$ cat src/rtl/regfile_alu_pkg.sv
// Shared definitions for the register-file/ALU unit: opcodes, flag bit
// positions and the sequencing FSM encoding.
package regfile_alu_pkg;

    localparam logic [2:0] OP_ADD = 3'b000;
    localparam logic [2:0] OP_SUB = 3'b001;
    localparam logic [2:0] OP_CMP = 3'b010;
    localparam logic [2:0] OP_INC = 3'b011;
    localparam logic [2:0] OP_AND = 3'b100;
    localparam logic [2:0] OP_OR  = 3'b101;
    localparam logic [2:0] OP_XOR = 3'b110;
    localparam logic [2:0] OP_SHL = 3'b111;

    localparam int FLAG_C = 0;
    localparam int FLAG_V = 1;
    localparam int FLAG_Z = 2;
    localparam int FLAG_G = 3;

    typedef enum logic [1:0] {
        ST_IDLE = 2'd0,
        ST_EXEC = 2'd1,
        ST_WB   = 2'd2
    } state_t;

endpackage

$ cat src/rtl/alu_core.sv
// Purely combinational ALU. Produces the truncated result, the C/V/Z/G
// flag candidates and whether the result should be written back.
module alu_core
    import regfile_alu_pkg::*;
#(
    parameter int DATA_W = 8
) (
    input  logic [2:0]        i_op,
    input  logic [DATA_W-1:0] i_a,
    input  logic [DATA_W-1:0] i_b,
    output logic [DATA_W-1:0] o_r,
    output logic              o_c,
    output logic              o_v,
    output logic              o_z,
    output logic              o_g,
    output logic              o_we
);

    localparam int M = DATA_W - 1;

    logic [DATA_W:0] w_sum;
    logic [DATA_W:0] w_diff;
    logic [DATA_W:0] w_inc;

    assign w_sum  = {1'b0, i_a} + {1'b0, i_b};
    assign w_diff = {1'b0, i_a} - {1'b0, i_b};
    assign w_inc  = {1'b0, i_a} + {{DATA_W{1'b0}}, 1'b1};

    // Opcode decode; the extra top bit of the wide sums is carry/borrow.
    always_comb begin
        o_r  = '0;
        o_c  = 1'b0;
        o_v  = 1'b0;
        o_g  = 1'b0;
        o_we = 1'b1;
        o_z  = 1'b0;
        case (i_op)
            OP_ADD: begin
                o_r = w_sum[DATA_W-1:0];
                o_c = w_sum[DATA_W];
                o_v = (i_a[M] == i_b[M]) && (w_sum[M] != i_a[M]);
            end
            OP_SUB, OP_CMP: begin
                o_r = w_diff[DATA_W-1:0];
                o_c = w_diff[DATA_W];
                o_v = (i_a[M] != i_b[M]) && (w_diff[M] != i_a[M]);
                if (i_op == OP_CMP) begin
                    o_g  = (i_a > i_b);
                    o_we = 1'b0;
                end
            end
            OP_INC: begin
                o_r = w_inc[DATA_W-1:0];
                o_c = w_inc[DATA_W];
                // B=1 has a clear msb, so overflow is a 0->1 msb flip
                o_v = (i_a[M] == 1'b0) && (w_inc[M] != i_a[M]);
            end
            OP_AND: o_r = i_a & i_b;
            OP_OR:  o_r = i_a | i_b;
            OP_XOR: o_r = i_a ^ i_b;
            OP_SHL: begin
                o_r = {i_a[DATA_W-2:0], 1'b0};
                o_c = i_a[M];
            end
            default: o_r = '0;
        endcase
        o_z = (o_r == '0);
    end

endmodule

$ cat src/rtl/regfile_alu_unit.sv
// Register file with host port and a three-state ALU sequencer.
// state   | meaning
// IDLE    | ready; accept op, latch opcode/dst and operands
// EXEC    | compute result and flag candidates
// WB      | write back (not CMP), pulse res_valid, update flags
module regfile_alu_unit
    import regfile_alu_pkg::*;
#(
    parameter int DATA_W = 8,
    parameter int ADDR_W = 5
) (
    input  logic              clk,
    input  logic              rst,
    input  logic              mem_we,
    input  logic              mem_re,
    input  logic [ADDR_W-1:0] mem_addr,
    input  logic [DATA_W-1:0] mem_wdata,
    output logic [DATA_W-1:0] mem_rdata,
    output logic              mem_rvalid,
    input  logic              op_valid,
    output logic              op_ready,
    input  logic [2:0]        op_sel,
    input  logic [ADDR_W-1:0] op_src_a,
    input  logic [ADDR_W-1:0] op_src_b,
    input  logic [ADDR_W-1:0] op_dst,
    output logic              res_valid,
    output logic [DATA_W-1:0] res_data,
    output logic [3:0]        flags
);

    localparam int NREGS = 2 ** ADDR_W;

    logic [DATA_W-1:0] r_regs [NREGS];
    state_t            r_state;
    state_t            w_state_nxt;
    logic              w_accept;

    logic [2:0]        r_op;
    logic [ADDR_W-1:0] r_dst;
    logic [DATA_W-1:0] r_a;
    logic [DATA_W-1:0] r_b;
    logic [DATA_W-1:0] r_res;
    logic              r_c, r_v, r_z, r_g, r_we;

    logic [DATA_W-1:0] r_mem_rdata;
    logic              r_mem_rvalid;
    logic              r_res_valid;
    logic [DATA_W-1:0] r_res_data;
    logic [3:0]        r_flags;

    logic [DATA_W-1:0] w_r;
    logic              w_c, w_v, w_z, w_g, w_we;

    alu_core #(.DATA_W(DATA_W)) u_alu (
        .i_op (r_op),
        .i_a  (r_a),
        .i_b  (r_b),
        .o_r  (w_r),
        .o_c  (w_c),
        .o_v  (w_v),
        .o_z  (w_z),
        .o_g  (w_g),
        .o_we (w_we)
    );

    // State register.
    always_ff @(posedge clk) begin
        if (rst) r_state <= ST_IDLE;
        else     r_state <= w_state_nxt;
    end

    // Next-state, accept and ready decode.
    always_comb begin
        w_state_nxt = r_state;
        w_accept    = 1'b0;
        op_ready    = 1'b0;
        case (r_state)
            ST_IDLE: begin
                op_ready = 1'b1;
                if (op_valid) begin
                    w_accept    = 1'b1;
                    w_state_nxt = ST_EXEC;
                end
            end
            ST_EXEC: w_state_nxt = ST_WB;
            ST_WB:   w_state_nxt = ST_IDLE;
            default: w_state_nxt = ST_IDLE;
        endcase
    end

    // Operand capture at accept; ALU outputs registered in EXEC.
    always_ff @(posedge clk) begin
        if (rst) begin
            r_op  <= '0;
            r_dst <= '0;
            r_a   <= '0;
            r_b   <= '0;
            r_res <= '0;
            r_c   <= 1'b0;
            r_v   <= 1'b0;
            r_z   <= 1'b0;
            r_g   <= 1'b0;
            r_we  <= 1'b0;
        end else begin
            if (w_accept) begin
                r_op  <= op_sel;
                r_dst <= op_dst;
                r_a   <= r_regs[op_src_a];
                r_b   <= r_regs[op_src_b];
            end
            if (r_state == ST_EXEC) begin
                r_res <= w_r;
                r_c   <= w_c;
                r_v   <= w_v;
                r_z   <= w_z;
                r_g   <= w_g;
                r_we  <= w_we;
            end
        end
    end

    // Storage; the ALU writeback is last so it overrides a colliding host write.
    always_ff @(posedge clk) begin
        if (rst) begin
            for (int i = 0; i < NREGS; i++) r_regs[i] <= '0;
        end else begin
            if (mem_we) r_regs[mem_addr] <= mem_wdata;
            if ((r_state == ST_WB) && r_we) r_regs[r_dst] <= r_res;
        end
    end

    // Host read port, one-cycle latency, returns pre-write contents.
    always_ff @(posedge clk) begin
        if (rst) begin
            r_mem_rdata  <= '0;
            r_mem_rvalid <= 1'b0;
        end else begin
            r_mem_rvalid <= mem_re;
            if (mem_re) r_mem_rdata <= r_regs[mem_addr];
        end
    end

    // Result/flag publish at writeback; G only moves on CMP.
    always_ff @(posedge clk) begin
        if (rst) begin
            r_res_valid <= 1'b0;
            r_res_data  <= '0;
            r_flags     <= '0;
        end else begin
            r_res_valid <= (r_state == ST_WB);
            if (r_state == ST_WB) begin
                r_res_data      <= r_res;
                r_flags[FLAG_C] <= r_c;
                r_flags[FLAG_V] <= r_v;
                r_flags[FLAG_Z] <= r_z;
                if (r_op == OP_CMP) r_flags[FLAG_G] <= r_g;
            end
        end
    end

    assign mem_rdata  = r_mem_rdata;
    assign mem_rvalid = r_mem_rvalid;
    assign res_valid  = r_res_valid;
    assign res_data   = r_res_data;
    assign flags      = r_flags;

endmodule

$ cat config.mk
export PLATFORM = sky130hd
export DESIGN_NAME = regfile_alu_unit
export DESIGN_NICKNAME = d
export VERILOG_FILES = /design/src/rtl/regfile_alu_pkg.sv /design/src/rtl/alu_core.sv /design/src/rtl/regfile_alu_unit.sv
export SDC_FILE = /design/constraint.sdc
export NUM_CORES = 1
export LEC_CHECK = 0
export BUFFER_PORTS_ARGS = -buffer_cell sky130_fd_sc_hd__buf_4
export CAP_MARGIN = 20
export CORE_ASPECT_RATIO = 1.75
export CORE_MARGIN = 2
export CORE_UTILIZATION = 55
export DETAILED_ROUTE_END_ITERATION = 12
export PLACE_DENSITY_LB_ADDON = 0.3
export SKIP_LAST_GASP = 1
export SYNTH_ARGS = -nofsm -noshare
export SYNTH_HDL_FRONTEND = slang
export SYNTH_SLANG_ARGS = --single-unit
export TNS_END_PERCENT = 5
$ cat constraint.sdc
create_clock -name clk -period 2.35 [get_ports clk]
set_clock_uncertainty 0.05 [all_clocks]
set_input_delay 0.47 -clock clk [delete_from_list [all_inputs] [get_ports clk]]
set_output_delay 0.47 -clock clk [all_outputs]
set_load 0.01 [all_outputs]
==> out/metrics.csv, run 1 <==
stage,metric,value,unit
run_status,status,finished with violations,
run_status,failing checks,negative setup slack,
die,Top-Level Pins,59,
timing,Fin Setup TNS,-56.35,ps
timing,Relative slew margins,51.38,%
drt,Remaining DRCs,0,
drt,DR pass1 iterations,6,
logic_synthesis,Synth Instances,2116,
logic_synthesis,Post-Syn Area per Cell,10.33,um2
power_and_ir_drop,Pwr Density,596.2,mW/mm2
layout,final core utilization,64.99,%
die,Die Y,267.7,um
die,Die X,154.7,um
grt,first-pass GRT wire length,122.0,mm
logic_synthesis,most frequent cell after synthesis,nand2_1,
setup_path,CP required,2830,ps
setup_path,most frequent CP cell,buf_4,
die,initial core utilization,55.80,%
timing,Final WS setup,-26.95,ps
layout,cell area after layout,0.02545,mm2
place,dpl ws,-219.2,ps
logic_synthesis,"EDFF count, synth",256,
layout,"non-filler cells, final",2800,
layout,layout filler cell count,2967,
timing,period utilization,101.1,%
power_and_ir_drop,Pleak,8.903,nW
layout,layout net count,2349,
logic_synthesis,top-area cell type share of the netlist area,35.18,%
clock_network,"Hold-fix buffers, CTS",0,
layout,layout cells sized above 1,28.09,%
clock_network,CTS Buf Count,29,
drt,drt wl/cell,30.13,um
setup_path,cell with the largest stage delay on the worst path,dfxtp_1,
clock_network,Sinks on Clock Net,317,
timing,Final Max Slew Viols,0,
setup_path,crit path DAT,2860,ps
logic_synthesis,Yosys cell types,69,
setup_path,endpoint class of the critical path,flip-flop,
timing,final hold violation count,0,
timing,Hold Slack,56.88,ps
power_and_ir_drop,Pwr Total,15.17,mW
die,Die Area,0.04140,mm2
die,core area,0.03916,mm2
drt,Vias,19460,
setup_path,Max stage delay on crit path,370,ps
power_and_ir_drop,Max VDD drop,0.4811,mV
logic_synthesis,Post-synth top flop,edfxtp_1,
setup_path,critical path class,reg2reg,
layout,Reg area,0.008916,mm2
logic_synthesis,synthesized area,0.02185,mm2
clock_network,Clock Tree Buf Depth,3,
logic_synthesis,Synth warnings,0,
min_path,hold path cells,3,
min_path,Worst Hold Class,in2reg,
logic_synthesis,Synth async-reset ratio,0,%
clock_network,CTS tree,yes,
die,# rows,96,
setup_path,cells along the critical path,"buf_4, ha_1, nor2_1, a211o_1, a211oi_2, buf_4, mux2_2, nand3_1, o2111ai_2, o21ai_1",
grt,grt total ovfl,0,
timing,Max Fclk,0.4207,GHz
grt,overall routing resource usage,40.87,%
place,routability congestion estimate,1.042,
grt,number of antenna violations at the first check in global routing,3,
logic_synthesis,post-synthesis net count,2180,
setup_path,startpoint types,flip-flop,
timing,RSZ-0062 raised after global routing,true,
logic_synthesis,register bit total from synthesis,317,
clock_network,post-CTS setup buffers,0,
clock_network,Worst-Skew Late Latency,600,ps
place,DP Area,0.02432,mm2
place,Post-DP HPWL,60.89,mm
clock_network,CTS root buf,clkbuf_16,
grt,vias in the first global route,18980,
grt,largest net degree at the start of global routing,47,
timing,setup-violating endpoint count in the final report,3,
place,placed insts,2745,
layout,Multi-input gate area,0.01199,mm2
setup_path,Reg2Reg Depth,10,
logic_synthesis,main area contributors after synthesis,"edfxtp_1 35%, mux4_2 22%, nand2_1 10%, o21ai_0 6.2%, dfxtp_1 5.6%",
logic_synthesis,post-synth top area cell,edfxtp_1,
logic_synthesis,"Seq/Total Area, Yosys",40.77,%
place,buffers added on ports,58,
flow_run,Max Cap Viol,0,
drt,DRT Wirelength,84.36,mm
drt,"antenna viol nets, final",0,
timing,Worst-Margin Slew,729.3,ps
layout,Synth-to-Final Area Change,16.46,%
drt,Iteration-0 DRC Markers,2531,
setup_path,Crit Path Max Fanout,4,
clock_network,"Reg clk slew, reported paths",80,ps
clock_network,CTS H-tree depth,1,
logic_synthesis,synth cell count leaders,"584 x nand2_1, 270 x o21ai_0, 256 x edfxtp_1",
drt,Via-to-Cell Ratio,6.951,
timing,fin crit period,2377,ps
[path summary, 6_finish.rpt]
path | start | end | slack (ps)
worst min register to register | res_data[0] | res_data[0] | 400
worst max-delay path | r_a[2] | r_z | -30
worst max register to register | r_a[2] | r_z | -30
worst min-delay path | op_sel[0] | r_op[0] | 60
[layer usage]
metal | global-route usage [%] | up-vias | part of all wire, %
met1 | 44.20 | 9327 | 30
met2 | 66.95 | 1536 | 48
li1 | - | 8131 | -
met3 | 7.524 | 468 | 11
met5 | 0 | - | 0.015
met4 | 39.14 | 2 | 12
[critical path: cells and delay by family (launching register included)]
family	cells	cell delay, ps
muxes	1	350
buffers and inverters	2	310
adders and majority gates	1	250
AOI/OAI and AO/OA	4	800
and+or+nand+nor	2	200
DFF	1	370
[state kept, by name (all words and copies together), names as in the netlist]
| signal | flops |
|---|---|
| mem_rvalid | 1 |
| flags | 4 |
| r_b | 8 |
| r_v | 1 |
| r_we | 1 |
| r_dst | 5 |
| r_regs | 256 |
| res_data | 8 |
| r_c | 1 |
| r_res | 8 |
| mem_rdata | 8 |
| r_z | 1 |
| r_g | 1 |
| r_a | 8 |
| res_valid | 1 |
| r_state | 2 |
| r_op | 3 |
[final cells by class]
type                    count  area share (%)
diodes                      3         0.02950
clock buffers              30           2.867
clock inverters            23          0.8900
inverters                  41          0.6048
multi-input cells        1568           47.11
flip-flops and latches    317           35.04
well taps                 490           2.409
repair buffers            328           11.05
[timing repair]
item	4_1_cts	5_1_grt
setup endpoints to repair	7	39
resized for setup	21	19
pin swaps	6	8
[report_power, final]
| group | internal [mW] | total, mW | switching, mW |
|---|---|---|---|
| Sequential | 6.36 | 6.71 | 0.348 |
| Combinational | 1.57 | 3.49 | 1.92 |
| Clock | 2.62 | 4.97 | 2.36 |
| Total | 10.5 | 15.2 | 4.62 |
[layout by cell type (no fill, tap or decap), drive strengths merged, types with 27 or more instances in the layout]
master	count
nand2	584
o21ai	274
a211oi	27
mux4	214
buf	328
clkbuf	30
dfxtp	61
ha	27
mux2i	77
nor2	128
inv	45
or3	34
edfxtp	256
a21oi	41
[cell families (layout without fill, tap and decap cells)]
| logic type | count (synthesis) | count (layout) | synth area share, % |
|---|---|---|---|
| AOI/OAI and AO/OA | 413 | 413 | 10.82 |
| xor gates and xnor gates | 7 | 7 | 0.2806 |
| adders and majority gates | 28 | 28 | 1.638 |
| buffers and inverters | 231 | 422 | 5.154 |
| DFF | 317 | 317 | 40.77 |
| muxes | 295 | 295 | 25.79 |
| other | 0 | 3 | 0 |
| and+or+nand+nor | 825 | 825 | 15.55 |
Power figures use the tool's default switching activity.
==> run 2: changes to the inputs <==
Settings changed: CORE_UTILIZATION 55 to 35.
Clock period 2.35 ns to 2.8 ns, I/O delays scaled along.
==> run 2 against run 1 <==
Compared with the run above:
- the run still ends with negative setup slack left
- worst hold slack improved by 80 ps
- flip-flop and latch count unchanged
- via count decreased by 5.9%
- setup slack improved by 12 ps
- maximum frequency decreased by 16%
- sequential share of layout area increased by 0.33 points
- critical path depth increased by 1
- global-route usage decreased by 12 points
- routed wire length increased by 8.7%
- largest power group unchanged
==> out/metrics.csv, run 2 (synthesized netlist as in run 1, its figures left out) <==
stage,metric,value,unit
power_and_ir_drop,power share of the combinational group,21.1,%
clock_network,"Hold-fix buffers, CTS",0,
clock_network,Sinks on Clock Net,317,
timing,Max Fclk,0.3553,GHz
grt,vias in the first global route,17930,
power_and_ir_drop,share of power burned in registers,44.2,%
min_path,hold path cells,3,
setup_path,endpoint class of the critical path,flip-flop,
die,Die Y,334.5,um
timing,fin crit period,2815,ps
drt,Vias,18310,
die,# rows,121,
setup_path,flop-to-flop setup slack,-10,ps
die,Die Area,0.06452,mm2
timing,Final WS setup,-14.69,ps
die,Die X,192.9,um
min_path,Worst Hold Class,in2reg,
place,routability congestion estimate,0.9933,
setup_path,cells along the critical path,"inv_1, ha_1, inv_1, o22ai_1, a2111oi_1, buf_4, nand2b_1, nor4b_1, buf_4, o2111ai_1, o21ai_1",
setup_path,CP required,3300,ps
layout,Largest Register,r_regs,
layout,"leading cell types in the layout, fill and taps excluded","584 x nand2_1, 270 x o21ai_0, 256 x edfxtp_1, 250 x buf_4, 214 x mux4_2",
grt,overall routing resource usage,28.66,%
place,buffers added on ports,58,
power_and_ir_drop,Pwr Density,513.1,mW/mm2
drt,Iteration-0 DRC Markers,1814,
clock_network,Clock Tree Buf Depth,3,
clock_network,post-CTS setup buffers,0,
power_and_ir_drop,Clk pwr share,34.7,%
layout,"most common cell after layout, fill and taps aside",nand2_1,
setup_path,"CP delay by family, top",compound AO/OA/AOI/OAI gates,
power_and_ir_drop,Pleak,8.616,nW
layout,layout cells sized above 1,25.08,%
drt,DRT met1 WL,28.76,mm
drt,drt wl/cell,30.03,um
timing,RSZ-0062 raised after global routing,true,
power_and_ir_drop,Pwr Total,12.94,mW
power_and_ir_drop,Max VDD drop,0.4451,mV
power_and_ir_drop,Internal,9.026,mW
layout,layout net count,2292,
clock_network,post-cts sizing count,1,
power_and_ir_drop,Net Sw Frac,30.23,%
setup_path,crit path DAT,3320,ps
setup_path,Stages on worst setup path,11,
grt,grt total ovfl,0,
layout,Multi-input gate area,0.01182,mm2
timing,Worst-Margin Slew,767.1,ps
setup_path,"Buf+Inv Stages, Crit Path",4,
drt,metal3 WL,6.959,mm
timing,Fin Setup TNS,-14.69,ps
setup_path,Max stage delay on crit path,580,ps
die,initial core utilization,35.29,%
setup_path,Crit Path Max Fanout,5,
layout,max reg flops,256,
clock_network,"Reg clk slew, reported paths",70,ps
drt,DRT Wirelength,91.70,mm
place,Post-DP HPWL,68.48,mm
layout,layout filler cell count,5885,
layout,Reg area,0.008917,mm2
drt,Remaining DRCs,0,
grt,number of antenna violations at the first check in global routing,6,
die,Top-Level Pins,59,
clock_network,Worst-Skew Late Latency,620,ps
timing,Relative slew margins,48.79,%
power_and_ir_drop,P_sw,3.910,mW
timing,final hold violation count,0,
clock_network,CTS H-tree depth,1,
timing,Final Max Slew Viols,0,
drt,Via-to-Cell Ratio,5.998,
clock_network,CTS root buf,clkbuf_16,
layout,Synth-to-Final Area Change,15.39,%
clock_network,CTS tree,yes,
timing,period utilization,100.5,%
run_status,status,finished with violations,
grt,first-pass GRT wire length,130.3,mm
grt,largest net degree at the start of global routing,44,
die,core area,0.06192,mm2
drt,"antenna viol nets, final",0,
flow_run,Max Cap Viol,0,
setup_path,Reg2Reg Depth,11,
run_status,failing checks,negative setup slack,
setup_path,cell with the largest stage delay on the worst path,a2111oi_1,
setup_path,critical path class,reg2reg,
setup_path,startpoint types,flip-flop,
drt,Highest Signal Layer,met5,
drt,DR pass1 iterations,8,
drt,Met2 Routed Length,46.31,mm
timing,setup-violating endpoint count in the final report,1,
clock_network,CTS Buf Count,31,
==> run 2: cell count changes in the layout (fill, tap and decap cells not counted), moves of 3 or more <==
cell	previous run	this run
clkbuf_8	0	3
clkinvlp_4	6	1
clkbuf_4	0	3
ha_1	19	27
ha_2	4	0
a2111oi_2	3	0
a211oi_2	5	2
a211oi_1	22	25
buf_12	28	19
buf_4	300	250
ha_4	4	0
clkbuf_16	29	34
==> run 2: routing by layer <==
| metal | global-route usage [%] | vias to the layer above |
|---|---|---|
| met5 | 0 | - |
| met4 | 23.99 | 8 |
| li1 | - | 8016 |
| met3 | 4.469 | 339 |
| met2 | 50.26 | 1007 |
| met1 | 29.56 | 8942 |
==> run 2: worst min-delay path: stages <==
cell and delay, ps:
buf_4 110, nand2_1 50, a21oi_1 50
==> run 2: layout make-up <==
cell class	count	area share, %
clock inverter	15	0.5409
antenna	1	0.009925
tap	799	3.965
clock buffer	43	3.672
inverter	41	0.6104
timing repair buffer	269	8.952
sequential	317	35.37
multi-input combinational	1568	46.88
==> run 2: through the flow <==
stage | area [um2] | utilization, % | hold WS [ps] | worst slack, ps | std cells
global placement | 24140 | 38.99 | 393.7 | -64.08 | 2994
finish | 25210 | 40.72 | 136.9 | -14.69 | 3053
CTS | 25210 | 40.71 | 113.0 | -15.70 | 3052
floorplan | 21850 | - | 381.9 | 329.9 | 2116
global route | 25210 | 40.71 | 134.6 | -130.5 | 3052
detailed placement | 24140 | 38.99 | 398.9 | -57.66 | 2994
==> run 2: final timing paths <==
| path | startpoint | endpoint |
|---|---|---|
| worst max-delay path | r_b[0] | r_z |
| worst min-delay path | op_sel[0] | r_op[0] |
| worst max register to register | r_b[0] | r_z |
| worst min register to register | flags[2] | flags[2] |
==> run 2: power groups by stage <==
stage	combinational, mW	sequential [mW]	clock (mW)
2_1_floorplan	1.60	5.56	0
4_1_cts	2.68	5.70	4.54
3_5_place_dp	2.68	5.80	0
6_report	2.73	5.72	4.48
3_3_place_gp	2.68	5.79	0
5_1_grt	2.85	5.72	4.67
